==> src/rtl/i2c_trans_ctrl_pkg.sv <==
// Shared definitions for the I2C transaction sequencer:
// control-word bit positions, byte-engine commands, FSM states.
package i2c_trans_ctrl_pkg;

    localparam int CTL_ABORT   = 11;
    localparam int CTL_EN      = 10;
    localparam int CTL_BEGIN   = 9;
    localparam int CTL_RW      = 8;
    localparam int CTL_HOLD    = 7;
    localparam int CTL_CNT_MSB = 5;

    typedef enum logic [1:0] {
        CMD_START = 2'b00,
        CMD_WRITE = 2'b01,
        CMD_READ  = 2'b10,
        CMD_STOP  = 2'b11
    } cmd_t;

    typedef enum logic [2:0] {
        S_IDLE,
        S_START,
        S_ADDR,
        S_WRITE,
        S_READ,
        S_END,
        S_STOP,
        S_DONE
    } state_t;

endpackage

==> src/rtl/i2c_trans_ctrl_if.sv <==
// Command handshake between the transaction sequencer (master)
// and the I2C byte engine (slave).
interface i2c_trans_ctrl_if;

    logic       cmd_valid;
    logic [1:0] cmd_type;
    logic [7:0] cmd_wdata;
    logic       cmd_mack;
    logic       cmd_done;
    logic       ack_in;
    logic [7:0] rd_byte;

    modport master (
        output cmd_valid,
        output cmd_type,
        output cmd_wdata,
        output cmd_mack,
        input  cmd_done,
        input  ack_in,
        input  rd_byte
    );

    modport slave (
        input  cmd_valid,
        input  cmd_type,
        input  cmd_wdata,
        input  cmd_mack,
        output cmd_done,
        output ack_in,
        output rd_byte
    );

endinterface

==> src/rtl/i2c_trans_ctrl.sv <==
// I2C transaction sequencer: turns the control word into
// START/ADDR/data/STOP byte commands and moves FIFO payload.
module i2c_trans_ctrl
    import i2c_trans_ctrl_pkg::*;
#(
    parameter int MAX_BIT = 11,
    parameter int CNT_W   = 6
) (
    input  logic               clk,
    input  logic               n_rst,
    input  logic [MAX_BIT:0]   control,
    input  logic [6:0]         slave_addr,
    output logic               clear_begin_trans,
    i2c_trans_ctrl_if.master   eng,
    input  logic               tx_empty,
    input  logic [7:0]         tx_data,
    output logic               tx_rd_en,
    input  logic               rx_full,
    output logic               rx_wr_en,
    output logic [7:0]         rx_wdata,
    output logic               busy,
    output logic               trans_done,
    output logic               nack_error,
    output logic               aborted
);

    state_t           state_q, state_d;
    logic             valid_q, valid_d;
    cmd_t             type_q, type_d;
    logic [7:0]       wdata_q, wdata_d;
    logic             mack_q, mack_d;
    logic [CNT_W-1:0] cnt_q, cnt_d;
    logic             rw_q, rw_d;
    logic             hold_q, hold_d;
    logic [6:0]       addr_q, addr_d;
    logic             abort_q, abort_d;

    logic             fire;
    logic [CNT_W-1:0] cnt_dec;
    logic             unused_rsvd;

    assign unused_rsvd = control[6];

    assign eng.cmd_valid = valid_q;
    assign eng.cmd_type  = type_q;
    assign eng.cmd_wdata = wdata_q;
    assign eng.cmd_mack  = mack_q;

    assign busy     = (state_q != S_IDLE);
    assign fire     = valid_q & eng.cmd_done;
    assign cnt_dec  = (cnt_q == '0) ? '0 : cnt_q - CNT_W'(1);
    assign rx_wdata = rx_wr_en ? eng.rd_byte : 8'h00;

    // Next-state, command issue and status pulse decode
    always_comb begin
        state_d = state_q;
        valid_d = valid_q;
        type_d  = type_q;
        wdata_d = wdata_q;
        mack_d  = mack_q;
        cnt_d   = cnt_q;
        rw_d    = rw_q;
        hold_d  = hold_q;
        addr_d  = addr_q;
        abort_d = abort_q;

        clear_begin_trans = 1'b0;
        tx_rd_en          = 1'b0;
        rx_wr_en          = 1'b0;
        nack_error        = 1'b0;
        trans_done        = 1'b0;
        aborted           = 1'b0;

        if (state_q != S_IDLE &&
            (control[CTL_ABORT] || !control[CTL_EN]))
            abort_d = 1'b1;

        if (fire)
            valid_d = 1'b0;

        unique case (state_q)
            S_IDLE: begin
                abort_d = 1'b0;
                if (control[CTL_EN] && control[CTL_BEGIN]) begin
                    clear_begin_trans = 1'b1;
                    if (control[CTL_ABORT]) begin
                        aborted = 1'b1;
                    end else begin
                        rw_d    = control[CTL_RW];
                        hold_d  = control[CTL_HOLD];
                        cnt_d   = CNT_W'(control[CTL_CNT_MSB:0]);
                        addr_d  = slave_addr;
                        state_d = S_START;
                        valid_d = 1'b1;
                        type_d  = CMD_START;
                        wdata_d = 8'h00;
                        mack_d  = 1'b0;
                    end
                end
            end

            S_START: begin
                if (fire)
                    state_d = S_ADDR;
            end

            S_ADDR: begin
                if (fire) begin
                    if (!eng.ack_in) begin
                        nack_error = 1'b1;
                        state_d    = S_STOP;
                    end else if (cnt_q == '0) begin
                        state_d = S_END;
                    end else begin
                        state_d = rw_q ? S_READ : S_WRITE;
                    end
                end else if (!valid_q) begin
                    if (abort_q) begin
                        state_d = S_STOP;
                    end else begin
                        valid_d = 1'b1;
                        type_d  = CMD_WRITE;
                        wdata_d = {addr_q, rw_q};
                        mack_d  = 1'b0;
                    end
                end
            end

            S_WRITE: begin
                if (fire) begin
                    tx_rd_en = 1'b1;
                    cnt_d    = cnt_dec;
                    if (!eng.ack_in) begin
                        nack_error = 1'b1;
                        state_d    = S_STOP;
                    end else if (cnt_dec == '0) begin
                        state_d = S_END;
                    end
                end else if (!valid_q) begin
                    if (abort_q) begin
                        state_d = S_STOP;
                    end else if (!tx_empty) begin
                        valid_d = 1'b1;
                        type_d  = CMD_WRITE;
                        wdata_d = tx_data;
                        mack_d  = 1'b0;
                    end
                end
            end

            S_READ: begin
                if (fire) begin
                    rx_wr_en = 1'b1;
                    cnt_d    = cnt_dec;
                    if (cnt_dec == '0)
                        state_d = S_END;
                end else if (!valid_q) begin
                    if (abort_q) begin
                        state_d = S_STOP;
                    end else if (!rx_full) begin
                        valid_d = 1'b1;
                        type_d  = CMD_READ;
                        wdata_d = 8'h00;
                        mack_d  = (cnt_q != CNT_W'(1));
                    end
                end
            end

            S_END: begin
                state_d = (hold_q && !abort_q) ? S_DONE : S_STOP;
            end

            S_STOP: begin
                if (fire) begin
                    state_d = S_DONE;
                end else if (!valid_q) begin
                    valid_d = 1'b1;
                    type_d  = CMD_STOP;
                    wdata_d = 8'h00;
                    mack_d  = 1'b0;
                end
            end

            S_DONE: begin
                aborted    = abort_q;
                trans_done = !abort_q;
                abort_d    = 1'b0;
                state_d    = S_IDLE;
            end
        endcase
    end

    // State, command and latched transaction registers
    always_ff @(posedge clk or negedge n_rst) begin
        if (!n_rst) begin
            state_q <= S_IDLE;
            valid_q <= 1'b0;
            type_q  <= CMD_START;
            wdata_q <= 8'h00;
            mack_q  <= 1'b0;
            cnt_q   <= '0;
            rw_q    <= 1'b0;
            hold_q  <= 1'b0;
            addr_q  <= 7'h00;
            abort_q <= 1'b0;
        end else begin
            state_q <= state_d;
            valid_q <= valid_d;
            type_q  <= type_d;
            wdata_q <= wdata_d;
            mack_q  <= mack_d;
            cnt_q   <= cnt_d;
            rw_q    <= rw_d;
            hold_q  <= hold_d;
            addr_q  <= addr_d;
            abort_q <= abort_d;
        end
    end

endmodule
==> src/flat_wrapper.sv <==
// flat-port wrapper written by rule: the top's interface ports become plain ports
module i2c_trans_ctrl_flat import i2c_trans_ctrl_pkg::*;
#(
    parameter int MAX_BIT = 11,
    parameter int CNT_W   = 6
)
  (clk, n_rst, control, slave_addr, clear_begin_trans, tx_empty, tx_data, tx_rd_en, rx_full, rx_wr_en, rx_wdata, busy, trans_done, nack_error, aborted, eng_cmd_valid, eng_cmd_type, eng_cmd_wdata, eng_cmd_mack, eng_cmd_done, eng_ack_in, eng_rd_byte);
  i2c_trans_ctrl_if eng_i ();
  input  logic clk;
  input  logic n_rst;
  input  logic [MAX_BIT:0] control;
  input  logic [6:0] slave_addr;
  output logic clear_begin_trans;
  input  logic tx_empty;
  input  logic [7:0] tx_data;
  output logic tx_rd_en;
  input  logic rx_full;
  output logic rx_wr_en;
  output logic [7:0] rx_wdata;
  output logic busy;
  output logic trans_done;
  output logic nack_error;
  output logic aborted;
  output wire logic [$bits(eng_i.cmd_valid)-1:0] eng_cmd_valid;
  output wire logic [$bits(eng_i.cmd_type)-1:0] eng_cmd_type;
  output wire logic [$bits(eng_i.cmd_wdata)-1:0] eng_cmd_wdata;
  output wire logic [$bits(eng_i.cmd_mack)-1:0] eng_cmd_mack;
  input wire logic [$bits(eng_i.cmd_done)-1:0] eng_cmd_done;
  input wire logic [$bits(eng_i.ack_in)-1:0] eng_ack_in;
  input wire logic [$bits(eng_i.rd_byte)-1:0] eng_rd_byte;
  assign eng_cmd_valid = eng_i.cmd_valid;
  assign eng_cmd_type = eng_i.cmd_type;
  assign eng_cmd_wdata = eng_i.cmd_wdata;
  assign eng_cmd_mack = eng_i.cmd_mack;
  assign eng_i.cmd_done = eng_cmd_done;
  assign eng_i.ack_in = eng_ack_in;
  assign eng_i.rd_byte = eng_rd_byte;
  i2c_trans_ctrl #(.MAX_BIT(MAX_BIT), .CNT_W(CNT_W)) u_core (.clk(clk), .n_rst(n_rst), .control(control), .slave_addr(slave_addr), .clear_begin_trans(clear_begin_trans), .eng(eng_i), .tx_empty(tx_empty), .tx_data(tx_data), .tx_rd_en(tx_rd_en), .rx_full(rx_full), .rx_wr_en(rx_wr_en), .rx_wdata(rx_wdata), .busy(busy), .trans_done(trans_done), .nack_error(nack_error), .aborted(aborted));
endmodule
==> config.mk <==
export PLATFORM = sky130hd
export DESIGN_NAME = i2c_trans_ctrl_flat
export DESIGN_NICKNAME = d
export VERILOG_FILES = /design/src/rtl/i2c_trans_ctrl_pkg.sv /design/src/rtl/i2c_trans_ctrl_if.sv /design/src/rtl/i2c_trans_ctrl.sv /design/src/flat_wrapper.sv
export SDC_FILE = /design/constraint.sdc
export NUM_CORES = 1
export LEC_CHECK = 0
export ABC_AREA = 1
export BUFFER_PORTS_ARGS = -buffer_cell sky130_fd_sc_hd__buf_2
export CAP_MARGIN = 25
export CORE_MARGIN = 1.5
export CORE_UTILIZATION = 50
export DETAILED_ROUTE_END_ITERATION = 16
export GPL_TIMING_DRIVEN = 0
export PLACE_DENSITY = 0.86
export SLEW_MARGIN = 40
export SYNTH_ARGS = -nofsm -noshare
export SYNTH_HDL_FRONTEND = slang
export SYNTH_SLANG_ARGS = --single-unit
==> constraint.sdc <==
create_clock -name clk -period 2.71 [get_ports clk]
set_clock_uncertainty 0.15 [all_clocks]
set_input_delay 0.271 -clock clk [delete_from_list [all_inputs] [get_ports clk]]
set_output_delay 0.271 -clock clk [all_outputs]
set_load 0.02 [all_outputs]
# Word level (Yosys, flattened, before mapping)
# Index checks and enable logic that the tools add are counted.
# W data, S select, Z words.
[word_totals] ff_bits=31 output_inout_bits=27 elab_cells=160
[classes] addsub=1 n_eq_ne=26 n_mux=101 bitwise_logic=2 reduce_logical=20
[ops] op="$mux W8" n=16
[ops] op="$mux W1" n=45
[ops] op="$mux W3" n=14
[ops] op="$pmux W8 S5" n=1
[ops] op="$mux W2" n=15
[ops] op="$ne A2 B2 Y1 const B" n=14
[ops] op="$mux W6" n=4
[ops] op="$pmux W3 S8" n=1
[ops] op="$reduce_and A16 Y1" n=1
[ops] op="$eq A3 B3 Y1 const B" n=4
[ops] op="$logic_not A6 Y1" n=2
[ops] op="$pmux W6 S2" n=1
[ops] op="$pmux W1 S5" n=2
[ops] op="$pmux W2 S5" n=1
[ops] op="$ne A2 B1 Y1 const B" n=4
[ops] op="$reduce_and A4 Y1" n=2
[ops] op="$eq A3 B2 Y1 const B" n=2
[ops] op="$ne A6 B1 Y1 const B" n=1
[ops] op="$reduce_or A2 Y1" n=3
[ops] op="$sub A6 B1 Y6 const B" n=1
[ops] op="$reduce_bool A5 Y1" n=1
[ops] op="$reduce_bool A2 Y1" n=2
[ops] op="$eq A3 B1 Y1 const B" n=1
[ops] op="$logic_and A1 B1 Y1" n=3
[ops] op="8 further kinds" n=9

# Depth between registers and ports, before layout
# Gate-level depths: netlist of run 1.
[logic_depth] word_depth=7 depth_mapped=13 ltp_nobuf=13

# Worst setup path before layout of run 1
# Ideal clock, no wire load.
[synth_path] path_type="register to output" start="register u_core.state_q[0]" end="output rx_wdata[0]" t_arrival_ns=1.673 path_slack_ns=0.616 stages_incl_launch_ff=9 path_buffers=1 cell_sequence="dfrtp_1 -> buf_4 -> inv_2 -> nand2_1 -> nor2_2 -> inv_1 -> nor2_1 -> inv_1 -> nor2_1"
[synth_between] elab_chain_len=3
[synth_lines] element="start: declaration" line="i2c_trans_ctrl.sv:27" text="state_t state_q, state_d;"
[synth_lines] element="start signal: assignment" line="i2c_trans_ctrl.sv:207" text="state_q <= state_d;"
[synth_lines] element="$eq A3 B3 Y1" line="i2c_trans_ctrl.sv:81" text="unique case (state_q)"
[synth_lines] element="$mux W1" line="i2c_trans_ctrl.sv:81"
[synth_lines] element="net rx_wr_en" line="flat_wrapper.sv:18" text="output logic rx_wr_en;"
[synth_lines] element="$mux W8" line="i2c_trans_ctrl.sv:52" text="assign rx_wdata = rx_wr_en ? eng.rd_byte : 8'h00;"
[synth_lines] element="end: declaration" line="flat_wrapper.sv:19" text="output logic [7:0] rx_wdata;"
# The timed path passes the listed nets, and every way through them passes these cells.

# Worst setup path after layout of run 1
[layout_path] start="register u_core.state_q[0]" end="output rx_wdata[2]"
[layout_between] elab_chain_len=3
[layout_lines] element="$eq A3 B3 Y1" line="i2c_trans_ctrl.sv:81"
[layout_lines] element="$mux W1" line="i2c_trans_ctrl.sv:81"
[layout_lines] element="$mux W8" line="i2c_trans_ctrl.sv:52"
# Every way passes these cells.

==> qor.csv, run 1 <==
stage;metric;value;unit
critical_path;reg2reg_from;u_core.cnt_q[0];
critical_path;arrival;1.81;ns
floorplan;io_pins;68;
detailed_routing;vias;2108;
floorplan;die-area;0.004172;sq mm
critical_path;cp-start-kind;flop;
synth;ys_warn_count;0;
placement;dpl.hpwl;3645;um
clock_network;cts_buffers;5;
clock_network;cts_resized;0;
synth;synth_area_leaders;dfrtp_1 41%, nand2_1 17%, nor2_1 8.1%, inv_1 6.9%, a31oi_1 4.3%;
sta;slew_headroom;54.28;%
clock_network;cts-htree-levels;2;
sta;period_needed;2.236;ns
sta;totalNegativeSetupSlack;0;ns
placement;place.port_buffers;66;
run_status;status;completed;
critical_path;reg2reg_to;u_core.state_q[1];
sta;fin_ws;0.4743;ns
final_layout;regArea;775.7;sq um
detailed_routing;first_pass_iters;5;
final_layout;nFillCells;341;
critical_path;setup.worst_path.class;reg2out;
final_layout;nets;398;
global_route;grt_pass1_vias;1891;
clock_network;clkLatencyLatePin;0.28;ns
final_layout;diodes;0;
pwr;ir_worst_vdd;0.7355;mV
detailed_routing;drtAntennaViolNets;0;
placement;place.gp.congestion;0.9347;
clock_network;clock-sinks;31;
sta;slew_viol_final;0;
floorplan;initial_core_util;51.81;%
final_layout;syn_to_final_growth;26.52;%
global_route;grt_start_max_net_pins;32;
sta;fmax;447.3;MHz
clock_network;post-cts-setup-buffer-count;0;
synth;syn-num-nets;324;
pwr;leakagePower;1.331;nW
floorplan;core;0.003661;sq mm
critical_path;slowest_stage;dfrtp_1;
synth;ys_ff_latch;31;
floorplan;num_rows;22;
final_layout;drive_above_1_share;24.23;%
global_route;grt_antenna_before_repair;0;
placement;pre_cts_slack;0.6287;ns
critical_path;startpoint;u_core.state_q[0];
synth;ys_async_sr_fraction;100.0;%
sta;setup-violations-final;0;
critical_path;r2r_slack;0.61;ns
detailed_routing;via_per_inst;5.231;
global_route;grt_use_total;24.82;%
detailed_routing;drtIter0Drc;188;
critical_path;cp_top_family;buffers and inverters;
synth;synth_ff_type;dfrtp_1;
clock_network;cts_buffer_depth;2;
synth;syn_avg_cell_area;6.750;sq um
sta;period_share;82.50;%
floorplan;die_x;64.59;um
hold_path;worstHoldPathType;in2reg;
job;max_cap_viol_count;0;
critical_path;worstPathCellList;buf_4 -> inv_2 -> nand2_1 -> nor2_2 -> inv_1 -> nor2_1 -> inv_1 -> nor2_1 -> buf_2;
synth;yosysUniqueCellTypes;27;
global_route;grt_pass1_wl;8128;um
synth;yosysSeqAreaShare;40.90;%
critical_path;crit_path_max_fanout;9;
sta;timing.hold.ws;0.03365;ns
sta;rsz0062_at_grt;no;
sta;final_hold_viol_count;0;
synth;yosysTopAreaCellShare;40.90;%
synth;syn_area;0.001897;sq mm
critical_path;end_kind;output pin;
clock_network;cts_hold_buf;1;
critical_path;critPathBufInv;5;
floorplan;die_y;64.59;um
global_route;grt.overflow.total;0;
sta;worst_pin_slew;0.6858;ns
critical_path;setup.worst_path.end;rx_wdata[2];
synth;synth_enable_flop_cells;0;
detailed_routing;drc;0;
detailed_routing;wl_per_cell;11.77;um
critical_path;cp.required;2.29;ns
clock_network;cts.clk_slew.worst_paths;0.06;ns
detailed_routing;totalWireLength;4744;um
pwr;report.power.total;3.054;mW
pwr;power.density;1273;mW/mm^2
synth;synthCells;281;
synth;synth_top_area_cell;dfrtp_1;
final_layout;multi_input_area;928.4;sq um
synth;synth.top_cells.by_count;87 x nand2_1, 41 x nor2_1, 35 x inv_1;
critical_path;r2r_cells;11;
critical_path;cpPeakStageDelay;0.36;ns
synth;yosysMostFrequentCell;nand2_1;
critical_path;path_depth;9;
clock_network;cts_root_buffer;clkbuf_8;
clock_network;cts_tree;done;
state kept, by name, indices dropped and copies added (netlist names):
register,cells
u_core.state_q,3
u_core.rw_q,1
u_core.eng.cmd_wdata,8
u_core.eng.cmd_type,2
u_core.cnt_q,6
u_core.eng.cmd_valid,1
u_core.hold_q,1
u_core.eng.cmd_mack,1
u_core.abort_q,1
u_core.addr_q,7
worst min path at each step:
stage | endpoint | startpoint | cells past startpoint
6_report | u_core.addr_q[2] | slave_addr[2] | 3
3_3_place_gp | u_core.eng.cmd_wdata[4] | n_rst | 1
3_5_place_dp | u_core.eng.cmd_wdata[4] | n_rst | 1
5_1_grt | u_core.addr_q[1] | slave_addr[1] | 3
2_1_floorplan | u_core.abort_q | n_rst | 0
4_1_cts | u_core.addr_q[2] | slave_addr[2] | 3
tightest hold or removal path: stages:
cell and delay (ns):
buf_2 0.07, nand2_1 0.04, nand2_1 0.04
final cells by class:
cell class | count | area share [%]
Inverter | 38 | 5.944
Timing Repair Buffer | 67 | 14.18
Multi-Input combinational cell | 204 | 38.69
Clock buffer | 6 | 3.024
Buffer | 8 | 2.086
Sequential cell | 31 | 32.33
Tap cell | 48 | 2.503
Clock inverter | 1 | 1.251
logic make-up after synthesis:
family	after synthesis	synth area share [%]
and+or+nand+nor	153	32.52
adders and majority gates	2	1.319
DFF	31	40.90
buffers and inverters	46	10.16
AOI/OAI and AO/OA	49	15.11
layer usage:
metal	GRT usage (%)	wire [um]
met5	0	0
met4	9.840	76
met3	5.208	328
met2	39.84	2201
met1	32.88	2137
layout by cell type (no fill, tap or decap), types with 3 or more instances in the layout:
master / instances
a21oi_1: 10
dfrtp_1: 31
clkbuf_8: 5
a31oi_1: 13
o21ai_0: 14
nor2_1: 41
inv_1: 35
nand2_1: 87
nand3_1: 16
buf_2: 70
o22ai_1: 3
nor2_2: 3
o211ai_1: 3
through the flow:
stage          utilization (%)  cell area (sq um)  std cells
2_1_floorplan                -               1897        281
3_3_place_gp             62.47               2287        395
3_5_place_dp             62.47               2287        395
4_1_cts                  65.55               2400        403
5_1_grt                  65.55               2400        403
6_report                 65.55               2400        403
power by group:
part | internal (mW) | leakage, nW | total, mW | switching [mW]
registers | 0.704 | 0.376 | 0.852 | 0.148
logic | 0.633 | 0.904 | 1.78 | 1.14
clock network | 0.269 | 0.0513 | 0.426 | 0.157
Power figures use the tool's default switching activity.
==> run 2: changes to the inputs <==
--- a/config.mk
+++ b/config.mk
@@ -9,10 +9,10 @@
 export BUFFER_PORTS_ARGS = -buffer_cell sky130_fd_sc_hd__buf_2
 export CAP_MARGIN = 25
 export CORE_MARGIN = 1.5
-export CORE_UTILIZATION = 50
+export CORE_UTILIZATION = 45
 export DETAILED_ROUTE_END_ITERATION = 16
 export GPL_TIMING_DRIVEN = 0
-export PLACE_DENSITY = 0.86
+export PLACE_DENSITY = 0.82
 export SLEW_MARGIN = 40
 export SYNTH_ARGS = -nofsm -noshare
 export SYNTH_HDL_FRONTEND = slang
==> constraint.sdc (replaced) <==
create_clock -name clk -period 1.9 [get_ports clk]
set_clock_uncertainty 0.15 [all_clocks]
set_input_delay 0.19 -clock clk [delete_from_list [all_inputs] [get_ports clk]]
set_output_delay 0.19 -clock clk [all_outputs]
set_load 0.02 [all_outputs]
==> run 2 against run 1 <==
Net effect:
- the run now ends with setup timing left
- sequential power up 51%
- flip-flop and latch count unchanged
- sequential share of layout area down 5.0 points
- combinational power up 80%
- largest cell class unchanged
- worst setup slack worse by 0.52 ns
==> qor.csv, run 2 (same netlist as run 1, synthesis figures left out) <==
stage;metric;value;unit
detailed_routing;wl_per_cell;13.64;um
critical_path;slowest_stage;dfrtp_2;
critical_path;crit_path_max_fanout;8;
critical_path;r2r_cells;10;
clock_network;cts_tree;done;
detailed_routing;drtAntennaViolNets;0;
detailed_routing;drtIter0Drc;121;
final_layout;mostFrequentLayoutCells;80 x nand2_1, 59 x buf_2, 29 x dfrtp_1;
floorplan;initial_core_util;47.08;%
detailed_routing;vias;2261;
final_layout;final_common_cell;nand2_1;
detailed_routing;totalWireLength;5852;um
floorplan;die_x;67.93;um
placement;dpl.hpwl;3736;um
critical_path;cp_common_cell;nor2_4;
critical_path;reg2reg_from;u_core.state_q[0];
final_layout;nFillCells;337;
critical_path;path_depth;8;
sta;fin_ws;-0.04937;ns
final_layout;nets;422;
clock_network;clock-sinks;31;
global_route;grt_pass1_vias;1965;
final_layout;fin_cells;429;
critical_path;cp.required;1.56;ns
sta;slew_headroom;53.86;%
sta;slew_viol_final;0;
final_layout;drive_above_1_share;37.73;%
run_status;status;complete, but fails checks;
critical_path;reg2reg_to;u_core.eng.cmd_wdata[7];
final_layout;diodes;0;
hold_path;hold_end;u_core.eng.cmd_wdata[0];
pwr;ir_worst_vdd;0.6503;mV
critical_path;r2r_slack;0.03;ns
pwr;power.density;1762;mW/mm^2
sta;setup-violations-final;8;
global_route;grt_use_total;24.61;%
critical_path;worstPathCellList;clkinv_4 -> nand2_4 -> nor2_4 -> inv_2 -> nor2_4 -> clkinv_4 -> nor2_4 -> buf_6;
sta;period_share;102.6;%
critical_path;cpPeakStageDelay;0.44;ns
detailed_routing;drc;0;
global_route;grt.overflow.total;0;
run_status;violations;setup timing;
clock_network;clkLatencyLatePin;0.29;ns
clock_network;cts.clk_slew.worst_paths;0.07;ns
placement;dp_cells;397;
clock_network;cts_buffer_depth;2;
final_layout;syn_to_final_growth;50.33;%
critical_path;end_kind;output pin;
clock_network;cts_root_buffer;clkbuf_8;
floorplan;die_y;67.93;um
global_route;grt_pass1_wl;8452;um
detailed_routing;via_per_inst;5.270;
critical_path;arrival;1.61;ns
global_route;grt_antenna_before_repair;0;
critical_path;cp-start-kind;flop;
clock_network;cts-htree-levels;2;
critical_path;cp_top_family;simple AND/OR/NAND/NOR gates;
sta;final_hold_viol_count;0;
floorplan;core;0.004029;sq mm
sta;rsz0062_at_grt;yes;
critical_path;setup.worst_path.class;reg2out;
job;max_cap_viol_count;0;
sta;period_needed;1.949;ns
detailed_routing;first_pass_iters;4;
placement;place.gp.congestion;0.9375;
clock_network;cts_buffers;5;
hold_path;whs_path_depth;3;
final_layout;largest_reg_flops;8;
sta;fmax;513.0;MHz
sta;worst_pin_slew;0.6920;ns
final_layout;regArea;778.2;sq um
pwr;report.power.total;5.025;mW
placement;place.port_buffers;66;
hold_path;hold_start;tx_data[0];
hold_path;worstHoldPathType;in2reg;
critical_path;critPathBufInv;4;
global_route;grt_start_max_net_pins;32;
floorplan;io_pins;68;
final_layout;multi_input_area;0.001112;sq mm
floorplan;die-area;0.004614;sq mm
floorplan;num_rows;23;
pwr;leakagePower;1.464;nW
[run 2: metrics by stage]
stage	setup TNS, ns	instance area [sq um]	hold WS (ns)	util (%)	setup slack [ns]
after detailed placement	-1.061	2315	0.1248	57.45	-0.1891
after global placement	-0.8955	2315	0.1237	57.45	-0.1438
after global routing	-1.190	2851	0.02207	70.78	-0.1302
after floorplan	0	1922	-0.2556	-	0.03085
final	-0.3132	2851	0.01508	70.78	-0.04937
after CTS	-0.2894	2664	0.01356	66.12	-0.04548
[run 2: timing repair]
| action | CTS | global route |
|---|---|---|
| buffers inserted | 4 | 10 |
| gates cloned | 0 | 1 |
| resized for setup | 40 | 41 |
| endpoints found under the setup margin | 30 | 42 |
| hold endpoints to repair | 41 | 0 |
| pin swaps | 2 | 13 |
| hold buffers | 11 | 0 |
[run 2: routing by layer]
metal	part of all wire, %	vias up	global-route usage, %
met1	40	1046	29.43
met5	0	-	0
met4	1.1	0	9.000
li1	-	1103	-
met2	52	106	42.23
met3	7.0	6	6.579
[run 2: report_power, final]
| part | total [mW] | switching (mW) | internal [mW] |
|---|---|---|---|
| Combinational | 3.21 | 1.93 | 1.28 |
| Clock | 0.528 | 0.244 | 0.284 |
| Sequential | 1.29 | 0.279 | 1.01 |
| Total | 5.03 | 2.46 | 2.57 |
[run 2: worst reg2reg max path: stages, from the launching register on]
cell and delay (ns):
dfrtp_2 0.41, buf_4 0.13, nand2_1 0.09, nor2_4 0.22, inv_2 0.07, o2bb2ai_2 0.12, nor2_1 0.06, and2_4 0.18
buf_4 0.16, nor2_1 0.11, a31oi_1 0.05
[run 2: cell type report]
cell class | instances | area share, %
tap | 50 | 2.194
buffer | 7 | 1.843
clock inverter | 1 | 0.1755
timing repair buffer | 92 | 21.11
sequential | 31 | 27.29
clock buffer | 6 | 2.896
inverter | 38 | 5.485
multi-input combinational | 204 | 39.01
[run 2: worst max path at each step]
stage	startpoint	endpoint	slack, ns
2_1_floorplan	u_core.state_q[0]	rx_wdata[0]	0.03
3_3_place_gp	u_core.cnt_q[0]	u_core.state_q[1]	-0.14
3_5_place_dp	u_core.cnt_q[0]	u_core.state_q[1]	-0.19
4_1_cts	u_core.state_q[1]	u_core.cnt_q[2]	-0.05
5_1_grt	u_core.state_q[0]	rx_wdata[7]	-0.13
6_report	u_core.state_q[0]	rx_wdata[1]	-0.05
